--- src/rtl/lcd_pkg.sv ---
// Shared definitions for the HD44780 write sequencer. This file holds the FSM states,
// the power-on init command table, the pin packing and the clear/home classification.
package lcd_pkg;

  typedef enum logic [2:0] {
    PWRON,
    LOAD,
    SETUP,
    EN_HI,
    HOLD,
    WAIT,
    IDLE
  } state_t;

  localparam int INIT_COUNT = 4;

  localparam int LCD_DATA_LSB = 0;
  localparam int LCD_RW_BIT   = 8;
  localparam int LCD_RS_BIT   = 9;
  localparam int LCD_EN_BIT   = 10;
  localparam int LCD_ON_BIT   = 31;

  // Init sequence: 8-bit/2-line, display on, clear, entry mode increment.
  function automatic logic [7:0] init_cmd(input logic [1:0] idx);
    case (idx)
      2'd0:    return 8'h38;
      2'd1:    return 8'h0C;
      2'd2:    return 8'h01;
      default: return 8'h06;
    endcase
  endfunction

  function automatic logic is_long_cmd(input logic rs, input logic [7:0] data);
    return !rs && (data inside {8'h01, 8'h02, 8'h03});
  endfunction

endpackage

--- src/rtl/lcd_if.sv ---
// Processor-side valid/ready write port of the LCD sequencer. The member names
// mirror the controller's pin names.
interface lcd_if;
  logic       i_valid;
  logic       i_rs;
  logic [7:0] i_data;
  logic       o_ready;

  modport master (output i_valid, i_rs, i_data, input o_ready);
  modport slave  (input i_valid, i_rs, i_data, output o_ready);
endinterface

--- src/rtl/lcd_timer.sv ---
// Loadable down-counter. A phase of N cycles is obtained by loading N-1, and the phase
// ends in the cycle where o_done is high.
module lcd_timer #(
  parameter int           W         = 8,
  parameter logic [W-1:0] RST_COUNT = '0
) (
  input  logic         i_clk,
  input  logic         i_rst_n,
  input  logic         i_load,
  input  logic [W-1:0] i_count,
  output logic         o_done
);

  logic [W-1:0] cnt;

  // NOTE: clocked state uses non-blocking assignments only; blocking here would race
  // against every other always_ff reading cnt on the same edge.
  always_ff @(posedge i_clk or negedge i_rst_n) begin
    if (!i_rst_n)         cnt <= RST_COUNT;
    else if (i_load)      cnt <= i_count;
    else if (cnt != '0)   cnt <= cnt - 1'b1;
  end

  assign o_done = (cnt == '0);

endmodule

--- src/rtl/lcd_ctrl.sv ---
// HD44780 write sequencer. It runs the power-on init and then accepts byte writes,
// generating RS/RW/EN/DATA timing and packing the pins into o_io_lcd.
module lcd_ctrl
  import lcd_pkg::*;
#(
  parameter int SETUP_CYC = 3,
  parameter int EN_CYC    = 25,
  parameter int HOLD_CYC  = 3,
  parameter int SHORT_CYC = 2_000,
  parameter int LONG_CYC  = 100_000,
  parameter int PWRON_CYC = 1_000_000
) (
  input  logic        i_clk,
  input  logic        i_rst_n,
  lcd_if.slave        bus,
  output logic        o_init_done,
  output logic [31:0] o_io_lcd
);

  localparam int MAX_A   = (SETUP_CYC > EN_CYC)   ? SETUP_CYC : EN_CYC;
  localparam int MAX_B   = (HOLD_CYC  > SHORT_CYC) ? HOLD_CYC  : SHORT_CYC;
  localparam int MAX_C   = (LONG_CYC  > PWRON_CYC) ? LONG_CYC  : PWRON_CYC;
  localparam int MAX_AB  = (MAX_A > MAX_B) ? MAX_A : MAX_B;
  localparam int MAX_CYC = (MAX_AB > MAX_C) ? MAX_AB : MAX_C;
  localparam int TW      = $clog2(MAX_CYC + 1);

  localparam logic [TW-1:0] SETUP_LD = TW'(SETUP_CYC - 1);
  localparam logic [TW-1:0] EN_LD    = TW'(EN_CYC - 1);
  localparam logic [TW-1:0] HOLD_LD  = TW'(HOLD_CYC - 1);
  localparam logic [TW-1:0] SHORT_LD = TW'(SHORT_CYC - 1);
  localparam logic [TW-1:0] LONG_LD  = TW'(LONG_CYC - 1);
  localparam logic [TW-1:0] PWRON_LD = TW'(PWRON_CYC - 1);

  state_t          state, next_state;
  logic [2:0]      idx;
  logic            rs_q, en_q, on_q, ready_q, init_done_q;
  logic [7:0]      data_q;
  logic            tmr_load, tmr_done;
  logic [TW-1:0]   tmr_count;
  logic            load_step, take_rom, take_req, finish_init;

  lcd_timer #(.W(TW), .RST_COUNT(PWRON_LD)) u_timer (
    .i_clk   (i_clk),
    .i_rst_n (i_rst_n),
    .i_load  (tmr_load),
    .i_count (tmr_count),
    .o_done  (tmr_done)
  );

  // The LOAD decision is resolved on the exit edge of PWRON/WAIT so that it adds no cycle.
  // NOTE: every combinational output gets a default first, so no path can infer a latch.
  always_comb begin
    next_state  = state;
    tmr_load    = 1'b0;
    tmr_count   = SETUP_LD;
    load_step   = 1'b0;
    take_rom    = 1'b0;
    take_req    = 1'b0;
    finish_init = 1'b0;
    case (state)
      PWRON: load_step = tmr_done;
      LOAD:  load_step = 1'b1;
      SETUP: if (tmr_done) begin
        next_state = EN_HI;
        tmr_load   = 1'b1;
        tmr_count  = EN_LD;
      end
      EN_HI: if (tmr_done) begin
        next_state = HOLD;
        tmr_load   = 1'b1;
        tmr_count  = HOLD_LD;
      end
      HOLD: if (tmr_done) begin
        next_state = WAIT;
        tmr_load   = 1'b1;
        tmr_count  = is_long_cmd(rs_q, data_q) ? LONG_LD : SHORT_LD;
      end
      WAIT: if (tmr_done) begin
        if (!init_done_q) load_step  = 1'b1;
        else              next_state = IDLE;
      end
      IDLE: if (bus.i_valid) begin
        next_state = SETUP;
        tmr_load   = 1'b1;
        take_req   = 1'b1;
      end
      default: next_state = PWRON;
    endcase

    if (load_step) begin
      if (idx < 3'(INIT_COUNT)) begin
        next_state = SETUP;
        tmr_load   = 1'b1;
        tmr_count  = SETUP_LD;
        take_rom   = 1'b1;
      end else begin
        next_state  = IDLE;
        finish_init = 1'b1;
      end
    end
  end

  always_ff @(posedge i_clk or negedge i_rst_n) begin
    if (!i_rst_n) begin
      state       <= PWRON;
      idx         <= '0;
      rs_q        <= 1'b0;
      data_q      <= '0;
      en_q        <= 1'b0;
      on_q        <= 1'b0;
      ready_q     <= 1'b0;
      init_done_q <= 1'b0;
    end else begin
      state   <= next_state;
      on_q    <= 1'b1;
      en_q    <= (next_state == EN_HI);
      ready_q <= (next_state == IDLE);
      if (finish_init) init_done_q <= 1'b1;
      if (take_rom) begin
        rs_q   <= 1'b0;
        data_q <= init_cmd(idx[1:0]);
        idx    <= idx + 3'd1;
      end
      if (take_req) begin
        rs_q   <= bus.i_rs;
        data_q <= bus.i_data;
      end
    end
  end

  assign bus.o_ready = ready_q;
  assign o_init_done = init_done_q;

  always_comb begin
    o_io_lcd                              = '0;
    o_io_lcd[LCD_DATA_LSB +: 8]           = data_q;
    o_io_lcd[LCD_RW_BIT]                  = 1'b0;
    o_io_lcd[LCD_RS_BIT]                  = rs_q;
    o_io_lcd[LCD_EN_BIT]                  = en_q;
    o_io_lcd[LCD_ON_BIT]                  = on_q;
  end

endmodule
--- src/flat_wrapper.sv ---
// flat-port wrapper written by rule: the top's interface ports become plain ports
module lcd_ctrl_flat import lcd_pkg::*;
#(
  parameter int SETUP_CYC = 3,
  parameter int EN_CYC    = 25,
  parameter int HOLD_CYC  = 3,
  parameter int SHORT_CYC = 2_000,
  parameter int LONG_CYC  = 100_000,
  parameter int PWRON_CYC = 1_000_000
)
  (i_clk, i_rst_n, o_init_done, o_io_lcd, bus_i_valid, bus_i_rs, bus_i_data, bus_o_ready);
  lcd_if bus_i ();
  input  logic i_clk;
  input  logic i_rst_n;
  output logic o_init_done;
  output logic [31:0] o_io_lcd;
  input wire logic [$bits(bus_i.i_valid)-1:0] bus_i_valid;
  input wire logic [$bits(bus_i.i_rs)-1:0] bus_i_rs;
  input wire logic [$bits(bus_i.i_data)-1:0] bus_i_data;
  output wire logic [$bits(bus_i.o_ready)-1:0] bus_o_ready;
  assign bus_i.i_valid = bus_i_valid;
  assign bus_i.i_rs = bus_i_rs;
  assign bus_i.i_data = bus_i_data;
  assign bus_o_ready = bus_i.o_ready;
  lcd_ctrl #(.SETUP_CYC(SETUP_CYC), .EN_CYC(EN_CYC), .HOLD_CYC(HOLD_CYC), .SHORT_CYC(SHORT_CYC), .LONG_CYC(LONG_CYC), .PWRON_CYC(PWRON_CYC)) u_core (.i_clk(i_clk), .i_rst_n(i_rst_n), .bus(bus_i), .o_init_done(o_init_done), .o_io_lcd(o_io_lcd));
endmodule
--- config.mk ---
export PLATFORM = sky130hd
export DESIGN_NAME = lcd_ctrl_flat
export DESIGN_NICKNAME = d
export VERILOG_FILES = /design/src/rtl/lcd_pkg.sv /design/src/rtl/lcd_if.sv /design/src/rtl/lcd_timer.sv /design/src/rtl/lcd_ctrl.sv /design/src/flat_wrapper.sv
export SDC_FILE = /design/constraint.sdc
export NUM_CORES = 1
export LEC_CHECK = 0
export ABC_AREA = 1
export CORE_MARGIN = 1.5
export CORE_UTILIZATION = 40
export CTS_CLUSTER_DIAMETER = 50
export DETAILED_ROUTE_END_ITERATION = 10
export GPL_TIMING_DRIVEN = 0
export PLACE_DENSITY_LB_ADDON = 0.08
export RECOVER_POWER = 100
export SLEW_MARGIN = 20
export SYNTH_ARGS = -nofsm -noshare
export SYNTH_HDL_FRONTEND = slang
export SYNTH_HIERARCHICAL = 1
export SYNTH_SLANG_ARGS = --single-unit
--- constraint.sdc ---
create_clock -name i_clk -period 7.4 [get_ports i_clk]
set_input_delay 1.48 -clock i_clk [delete_from_list [all_inputs] [get_ports i_clk]]
set_output_delay 1.48 -clock i_clk [all_outputs]
set_load 0.02 [all_outputs]
==> results.py, run 1 <==
metrics = {
    "status": {
        "status": "complete, no violations",
    },
    "sta": {
        "min_period_ns": 3.81,
        "grt_setup_unrepaired": "no",
        "relSlewSlack_pct": 25.9,
        "report.final.slew_viol_count": 0,
        "tightest_slew_ns": 1.11,
        "setup_violations": 0,
        "fin_tns_setup_ns": 0,
        "fin_skew_ns": 0.00556,
        "fin_crit_sh_pct": 51.5,
        "fmax_ghz": 0.263,
        "finalHoldViolCount": 0,
        "holdWs_ns": 0.494,
    },
    "global_routing": {
        "grt_pass1_vias": 2190,
        "grt_first_pass_wirelength_um": 9750,
        "grt_max_degree": 21,
        "met1_usage_pct": 20.1,
        "antenna_found_initial": 0,
        "globalRouteMet2Util_pct": 30.1,
        "grt_most_used_layer": "met2",
        "grt_usage_pct": 16.6,
        "overflow": 0,
        "use_met3_pct": 4.00,
    },
    "power_and_ir_drop": {
        "p_leak_nw": 1.72,
        "power_density_mw_per_mm2": 184,
        "vdd_ir_drop_max_v": 0.0000926,
    },
    "worst_setup_path": {
        "start_kind": "input pin",
        "critPathSlowestCell": "dlygate4sd3_1",
        "cp_num_buf_inv": 6,
        "cpMostUsedCell": "nand2_1",
        "max_stage_delay_ns": 0.53,
        "critical_path_class": "in2reg",
        "critPathMaxFanout": 10,
        "setup.worst_path.end_class": "flip-flop",
        "crit_family": "buffers and inverters",
        "r2r_slack_ns": 3.68,
        "worstPathCellList": "dlygate4sd3_1 > nand2_1 > nor2_1 > inv_2 > buf_6 > nand4_1 > clkbuf_1 > inv_1 > nand2_1 > clkinvlp_2 > nand2_1 > nand2_1",
        "worstPathRequired_ns": 7.59,
        "cp.arrival_ns": 4.00,
    },
    "cts": {
        "cts_buffer_depth": 2,
        "cts_resized": 0,
        "cts_tree": "yes",
        "cts_made_buffers": 5,
        "clock_latency_ns": 0.29,
        "htreeDepth": 2,
        "clkSinkCount": 39,
        "clk_pin_slew_ns": 0.08,
        "holdBufCountCts": 0,
        "cts_setup_buffers": 0,
        "cts_root_buf": "clkbuf_8",
    },
    "die": {
        "die_h_um": 86.3,
        "num_io_pins": 46,
        "initial_core_util_pct": 41.0,
        "die_area_mm2": 0.00744,
        "rows": 30,
        "core-area_mm2": 0.00676,
        "die_w_um": 86.3,
    },
    "route": {
        "first_pass_iters": 4,
        "vias": 2315,
        "vias_per_cell": 4.41,
        "drc": 0,
        "postRouteAntennaNets": 0,
        "wl_per_cell_um": 10.9,
        "drt_first_iter_violations": 86,
        "wl_um": 5710,
    },
    "final_layout": {
        "fin_util_pct": 48.4,
        "final_area_mm2": 0.00327,
        "syn2layout_area_growth_pct": 17.9,
        "n_antenna_cell": 0,
        "nets": 463,
        "drive_gt1_share_pct": 17.8,
    },
    "placed_design": {
        "place_hpwl_um": 4430,
        "place_congestion": 0.827,
        "place_area_mm2": 0.00324,
        "port_buffers": 24,
    },
    "yosys": {
        "synth_compound_area_share_pct": 3.47,
        "yosys.area.top_type": "dfrtp_1",
        "yosysSeqAreaShare_pct": 35.7,
        "ys_ff_latch": 39,
        "synthesis.area_mm2": 0.00277,
        "syn_avg_cell_area_um2": 7.22,
        "synth_area_leaders": "dfrtp_1 24%, nand2_1 18%, dfstp_2 11%",
        "ys_top_cells_by_count": "136 x nand2_1, 37 x inv_1, 36 x nor2_1, 27 x dfrtp_1, 26 x buf_4",
        "synth_top_area_share_pct": 24.4,
        "synth-simple-area-share_pct": 40.6,
        "synthCells": 384,
        "synth_top_family_by_area": "simple AND/OR/NAND/NOR gates",
        "synth_edf_count": 0,
        "yosysMostFrequentCell": "nand2_1",
        "synth.distinct_cells": 35,
        "synthArstFlopShare_pct": 100,
        "synthMuxAreaShare_pct": 0,
        "synth-xor-area-share_pct": 1.90,
        "ys.flop_type": "dfrtp_1",
        "synth-adder-area-share_pct": 3.16,
        "ys_warn_count": 6,
    },
    "run": {
        "drv_cap": 0,
    },
    "min_path": {
        "min_path_type": "reg2reg",
    },
}
## metal layers
metal / vias up / wire length, um
met5: - / 0
met3: 4 / 131
li1: 1245 / -
met1: 1042 / 2690
met2: 24 / 2850
met4: 0 / 38
## where the power goes
group / total [mW] / internal, mW / switching [mW]
Combinational: 0.128 / 0.0514 / 0.0771
Sequential: 0.283 / 0.254 / 0.0295
Clock: 0.189 / 0.109 / 0.0802
Total: 0.601 / 0.414 / 0.187
## logic make-up after synthesis
kind of cell	count (synthesis)
xor+xnor	6
buf+inv	74
simple gates	238
other cells	2
compound gates	18
flops	39
fa+ha+maj	7
## tightest hold or removal path, cell delays in order (launching register included)
cell and delay [ns]:
dfrtp_1 0.35, nand2_1 0.07, nand2_1 0.05
## placed cells by master (no fill, tap or decap), drive strengths merged, types with 2 or more instances in the layout
master         netlist  final
nand2              148    148
nor2                46     46
inv                 40     39
conb                 2     30
buf                 30     29
dfrtp               27     27
nand3               26     26
o21ai               17     17
dlygate4sd3          0     14
dfstp               12     12
clkbuf               3     12
nand4               10     10
clkdlybuf4s50        0      9
ha                   7      7
xor2                 4      4
nand3b               3      3
clkinv               1      2
xnor2                2      2
## final timing paths
| kind | from | end | depth (start not counted) |
|---|---|---|---|
| worst max-delay path | bus_i_valid | u_core/u_timer/cnt[6] | 12 |
| worst min-delay path | u_core/idx[2] | u_core/o_init_done | 2 |
| worst max register to register | u_core/u_timer/cnt[0] | u_core/u_timer/cnt[6] | 16 |
| worst min register to register | u_core/idx[2] | u_core/o_init_done | 2 |
| max in group asynchronous | i_rst_n | u_core/data_q[0] | 2 |
| min in group asynchronous | i_rst_n | u_core/u_timer/cnt[12] | 1 |
## flip-flops by register name (all words and copies together), names as in the netlist
signal and flops:
u_core/bus.o_ready 1, u_core/data_q 8, u_core/en_q 1, u_core/idx 3
u_core/o_init_done 1, u_core/on_q 1, u_core/rs_q 1, u_core/state 3
u_core/u_timer/cnt 20
## per-stage QoR
step                      power, mW  setup slack (ns)  std cells
after floorplan               0.385              4.68        412
after global placement        0.415              3.78        516
after detailed placement      0.419              3.87        517
after CTS                     0.611              4.18        525
after global routing          0.642              3.18        525
final                         0.601              3.59        525
## cell type report
class / instances / area, um2
clock inverters: 2 / 35.0
fillers: 691 / 3490
clock buffers: 6 / 82.6
inverters: 41 / 156
plain buffers: 33 / 238
multi-input cells: 299 / 1430
repair buffers: 25 / 238
flip-flops and latches: 39 / 991
well taps: 80 / 100
Note: power is estimated with default switching activity, not from simulation.
==> inputs of run 2 (changes only) <==
- clock period: 7.4 -> 3.35 ns (I/O delays scaled with it)
==> results.py, run 2 (same netlist as run 1, synthesis figures left out) <==
metrics = {
    "run": {
        "drv_cap": 0,
    },
    "worst_setup_path": {
        "r2r_cells": 13,
        "cp_num_buf_inv": 4,
        "critPathSlowestCell": "clkbuf_1",
        "worstPathCellList": "inv_1 > ha_1 > nand2_1 > nor4_1 > and3_1 > nand2_1 > nor2_4 > inv_1 > nand4_1 > clkbuf_1 > clkbuf_1 > nand2_1 > o21ai_0",
        "r2r_end": "u_core/u_timer/cnt[8]",
        "critPathMaxFanout": 10,
        "cp.arrival_ns": 3.13,
        "worstPathRequired_ns": 3.57,
        "setup.worst_path.end_class": "flip-flop",
        "cp.depth": 13,
        "r2r_slack_ns": 0.44,
        "crit_family": "simple AND/OR/NAND/NOR gates",
        "start_kind": "flip-flop",
        "max_stage_delay_ns": 0.45,
        "reg2reg_from": "u_core/u_timer/cnt[0]",
        "critical_path_class": "reg2reg",
        "cpMostUsedCell": "nand2_1",
    },
    "min_path": {
        "hold_start": "u_core/idx[2]",
        "hold_end": "u_core/o_init_done",
        "worstHoldPathCells": 2,
        "min_path_type": "reg2reg",
    },
    "die": {
        "die_h_um": 86.3,
        "rows": 30,
        "core-area_mm2": 0.00676,
        "initial_core_util_pct": 41.0,
        "die_w_um": 86.3,
        "die_area_mm2": 0.00744,
        "num_io_pins": 46,
    },
    "route": {
        "first_pass_iters": 4,
        "vias": 2330,
        "postRouteAntennaNets": 0,
        "wl_per_cell_um": 10.8,
        "wl_um": 5670,
        "drc": 0,
        "drt_first_iter_violations": 84,
        "vias_per_cell": 4.44,
    },
    "cts": {
        "htreeDepth": 2,
        "cts_buffer_depth": 2,
        "cts_made_buffers": 5,
        "cts_tree": "yes",
        "cts_resized": 0,
        "cts_setup_buffers": 0,
        "clock_latency_ns": 0.29,
        "clkSinkCount": 39,
        "holdBufCountCts": 0,
        "clk_pin_slew_ns": 0.08,
        "cts_root_buf": "clkbuf_8",
    },
    "final_layout": {
        "final_cell_mix": "138 x nand2_1, 37 x inv_1, 36 x nor2_1",
        "largest_reg_flops": 20,
        "layout_commonest_cell": "nand2_1",
        "reg.largest.list": "u_core/u_timer/cnt (20), u_core/data_q (8)",
        "syn2layout_area_growth_pct": 19.6,
        "final_area_mm2": 0.00332,
        "drive_gt1_share_pct": 18.7,
        "top_register": "u_core/u_timer/cnt",
        "nets": 463,
        "n_antenna_cell": 0,
    },
    "power_and_ir_drop": {
        "p_leak_nw": 1.73,
        "power_density_mw_per_mm2": 400,
        "vdd_ir_drop_max_v": 0.000205,
    },
    "sta": {
        "setup_violations": 0,
        "fin_tns_setup_ns": 0,
        "fin_crit_sh_pct": 87.0,
        "min_period_ns": 2.91,
        "report.final.slew_viol_count": 0,
        "fmax_ghz": 0.343,
        "relSlewSlack_pct": 25.9,
        "fin_skew_ns": 0.00527,
        "tightest_slew_ns": 1.11,
        "finalHoldViolCount": 0,
        "grt_setup_unrepaired": "no",
    },
    "global_routing": {
        "grt_pass1_vias": 2190,
        "antenna_found_initial": 0,
        "grt_first_pass_wirelength_um": 9750,
        "overflow": 0,
        "grt_max_degree": 21,
        "grt_usage_pct": 16.6,
    },
    "placed_design": {
        "port_buffers": 24,
        "place_hpwl_um": 4430,
        "place_congestion": 0.827,
        "place_area_mm2": 0.00324,
    },
    "status": {
        "status": "complete, no violations",
    },
}
## run 2: how the worst max path moves through the flow
stage,from,to,slack (ns)
after floorplan,u_core/u_timer/cnt[0],u_core/u_timer/cnt[7],0.97
after global placement,u_core/u_timer/cnt[0],u_core/u_timer/cnt[8],0.43
after detailed placement,u_core/u_timer/cnt[0],u_core/u_timer/cnt[7],0.43
after CTS,u_core/u_timer/cnt[0],u_core/u_timer/cnt[8],0.40
after global routing,u_core/u_timer/cnt[0],u_core/u_timer/cnt[16],0.07
final,u_core/u_timer/cnt[0],u_core/u_timer/cnt[8],0.44
## run 2: metal layers
metal	track usage, %	up-vias	wire length [um]
li1	-	1247	-
met1	20.1	1048	2650
met2	30.1	31	2840
met3	4.00	4	140
met4	3.52	0	38
met5	0	-	0
## run 2: stage by stage
| stage | hold slack (ns) | cells | power (mW) | setup slack, ns | util, % |
|---|---|---|---|---|---|
| 6_report | 0.494 | 525 | 1.33 | 0.435 | 49.1 |
| 5_1_grt | 0.526 | 525 | 1.42 | 0.0659 | 49.1 |
| 4_1_cts | 0.343 | 525 | 1.35 | 0.399 | 49.7 |
| 3_5_place_dp | 0.487 | 517 | 0.925 | 0.433 | 48.0 |
| 3_3_place_gp | 0.484 | 516 | 0.917 | 0.434 | 47.6 |
| 2_1_floorplan | 0.374 | 412 | 0.850 | 0.968 | - |
## run 2: cell type report
cell class	instances	area (um2)
timing repair buffer	25	238
sequential	39	991
tap	80	100
fill	680	3440
buffer	33	254
multi-input combinational	299	1460
clock inverter	2	35.0
clock buffer	6	82.6
inverter	41	155
## run 2: where the power goes
| group | leakage, nW | switching (mW) | total [mW] | internal, mW |
|---|---|---|---|---|
| registers | 0.462 | 0.0650 | 0.626 | 0.561 |
| clock network | 0.0612 | 0.177 | 0.418 | 0.241 |
| logic | 1.21 | 0.170 | 0.284 | 0.114 |
| total | 1.73 | 0.412 | 1.33 | 0.915 |
## run 2: worst reg2reg max path, stage by stage (launching register included)
cell      delay [ns]
dfstp_1         0.37
inv_1           0.11
ha_1            0.20
nand2_1         0.08
nor4_1          0.26
and3_1          0.37
nand2_1         0.14
nor2_4          0.23
inv_1           0.09
nand4_1         0.09
clkbuf_1        0.24
clkbuf_1        0.45
nand2_1         0.13
o21ai_0         0.10
==> inputs of run 3 (changes only) <==
- CORE_UTILIZATION: 40 -> 49
- SLEW_MARGIN: 20 -> default
==> results.py, run 3 (same netlist as run 1, synthesis figures left out) <==
metrics = {
    "status": {
        "status": "finished with violations",
        "violations": "max-capacitance violations, max-slew violations",
    },
    "die": {
        "die_h_um": 78.2,
        "initial_core_util_pct": 50.7,
        "die_area_mm2": 0.00612,
        "num_io_pins": 46,
        "die_w_um": 78.2,
        "rows": 27,
        "core-area_mm2": 0.00547,
    },
    "route": {
        "drc": 0,
        "postRouteAntennaNets": 0,
        "first_pass_iters": 4,
        "wl_um": 5520,
        "drt_first_iter_violations": 100,
        "wl_per_cell_um": 10.7,
        "vias_per_cell": 4.53,
        "vias": 2335,
    },
    "final_layout": {
        "final_cell_mix": "138 x nand2_1, 37 x inv_1, 36 x nor2_1",
        "syn2layout_area_growth_pct": 18.1,
        "largest_reg_flops": 20,
        "n_antenna_cell": 0,
        "layout_commonest_cell": "nand2_1",
        "top_register": "u_core/u_timer/cnt",
        "reg.largest.list": "u_core/u_timer/cnt (20), u_core/data_q (8)",
        "nets": 462,
        "drive_gt1_share_pct": 18.5,
    },
    "worst_setup_path": {
        "r2r_cells": 14,
        "cp.depth": 14,
        "start_kind": "flip-flop",
        "worstPathCellList": "inv_1 > ha_1 > nand2_1 > nor4_1 > and3_1 > nand3_1 > nand2_4 > nand2_4 > buf_12 > nand4_1 > clkbuf_1 > clkbuf_1 > nand2_1 > o21ai_0",
        "critPathMaxFanout": 10,
        "cp_num_buf_inv": 4,
        "worstPathRequired_ns": 3.56,
        "max_stage_delay_ns": 0.39,
        "r2r_end": "u_core/u_timer/cnt[8]",
        "reg2reg_from": "u_core/u_timer/cnt[0]",
        "critPathLaunch": "u_core/u_timer/cnt[0]",
        "r2r_slack_ns": 0.49,
        "critPathSlowestCell": "clkbuf_1",
        "crit_family": "simple AND/OR/NAND/NOR gates",
        "cp.arrival_ns": 3.06,
        "crit_path_end": "u_core/u_timer/cnt[8]",
        "setup.worst_path.end_class": "flip-flop",
        "critical_path_class": "reg2reg",
    },
    "power_and_ir_drop": {
        "report.power.total_mw": 1.25,
        "power_density_mw_per_mm2": 381,
        "p_leak_nw": 1.72,
        "vdd_ir_drop_max_v": 0.000179,
    },
    "sta": {
        "finalHoldViolCount": 0,
        "grt_setup_unrepaired": "no",
        "fmax_ghz": 0.350,
        "fin_crit_sh_pct": 85.3,
        "report.final.slew_viol_count": 40,
        "setup_violations": 0,
        "relSlewSlack_pct": -36.5,
        "fin_tns_setup_ns": 0,
        "tightest_slew_ns": 2.05,
        "min_period_ns": 2.86,
        "fin_skew_ns": 0.00353,
    },
    "cts": {
        "cts_resized": 0,
        "clk_pin_slew_ns": 0.08,
        "cts_buffer_depth": 2,
        "cts_made_buffers": 5,
        "holdBufCountCts": 0,
        "htreeDepth": 2,
        "clock_latency_ns": 0.29,
        "cts_setup_buffers": 0,
        "cts_root_buf": "clkbuf_8",
        "cts_tree": "yes",
        "clkSinkCount": 39,
    },
    "min_path": {
        "min_path_type": "reg2reg",
    },
    "global_routing": {
        "overflow": 0,
        "grt_pass1_vias": 2341,
        "grt_usage_pct": 20.3,
        "grt_first_pass_wirelength_um": 9960,
        "antenna_found_initial": 0,
        "grt_max_degree": 40,
    },
    "run": {
        "drv_cap": 1,
    },
    "placed_design": {
        "port_buffers": 24,
        "place_congestion": 0.866,
        "place_hpwl_um": 4240,
    },
}
-- run 3: cell types whose count changed in the layout (fill, tap and decap cells not counted), sizes merged --
cell,before,now
bufinv,1,0
-- run 3: where the power goes --
group	leakage, nW	internal [mW]	total (mW)	switching [mW]
registers	0.463	0.561	0.625	0.0643
logic	1.21	0.114	0.292	0.178
clock network	0.0482	0.166	0.328	0.162
total	1.72	0.841	1.25	0.405
-- run 3: final cells by class --
class,count,area (um2)
Timing Repair Buffer,24,234
Sequential cell,39,991
Multi-Input combinational cell,299,1460
Clock buffer,7,86.3
Fill cell,542,2200
Clock inverter,1,5.00
Tap cell,72,90.1
Inverter,41,158
Buffer,33,254
-- run 3: per-stage QoR --
step                      hold slack, ns  std cells  util, %  area [um2]  setup slack [ns]
after floorplan                    0.374        412        -        2880             0.968
after global placement             0.480        508     58.6        3210             0.530
after detailed placement           0.485        508     58.5        3200             0.532
after CTS                          0.504        516     60.2        3290             0.496
after global routing               0.533        516     59.8        3270             0.177
final                              0.494        516     59.8        3270             0.493
-- run 3: how the worst min path moves through the flow --
stage / from / end / slack, ns / depth (start not counted)
floorplan: i_rst_n / u_core/bus.o_ready / 0.37 / 0
global placement: u_core/idx[2] / u_core/o_init_done / 0.48 / 2
detailed placement: u_core/idx[2] / u_core/o_init_done / 0.49 / 2
CTS: u_core/idx[2] / u_core/o_init_done / 0.50 / 2
global route: u_core/idx[2] / u_core/o_init_done / 0.53 / 2
finish: u_core/idx[2] / u_core/o_init_done / 0.49 / 2
-- run 3: worst min-delay path: stages (launching register included) --
cell and delay, ns:
dfrtp_1 0.35, nand2_1 0.07, nand2_1 0.05
-- run 3: per-layer routing --
| metal | vias to the layer above | part of all wire (%) | global-route usage [%] |
|---|---|---|---|
| met2 | 30 | 51 | 37.4 |
| met5 | - | 0 | 0 |
| li1 | 1248 | - | - |
| met1 | 1051 | 45 | 23.5 |
| met3 | 6 | 2.8 | 5.00 |
| met4 | 0 | 1.1 | 5.00 |
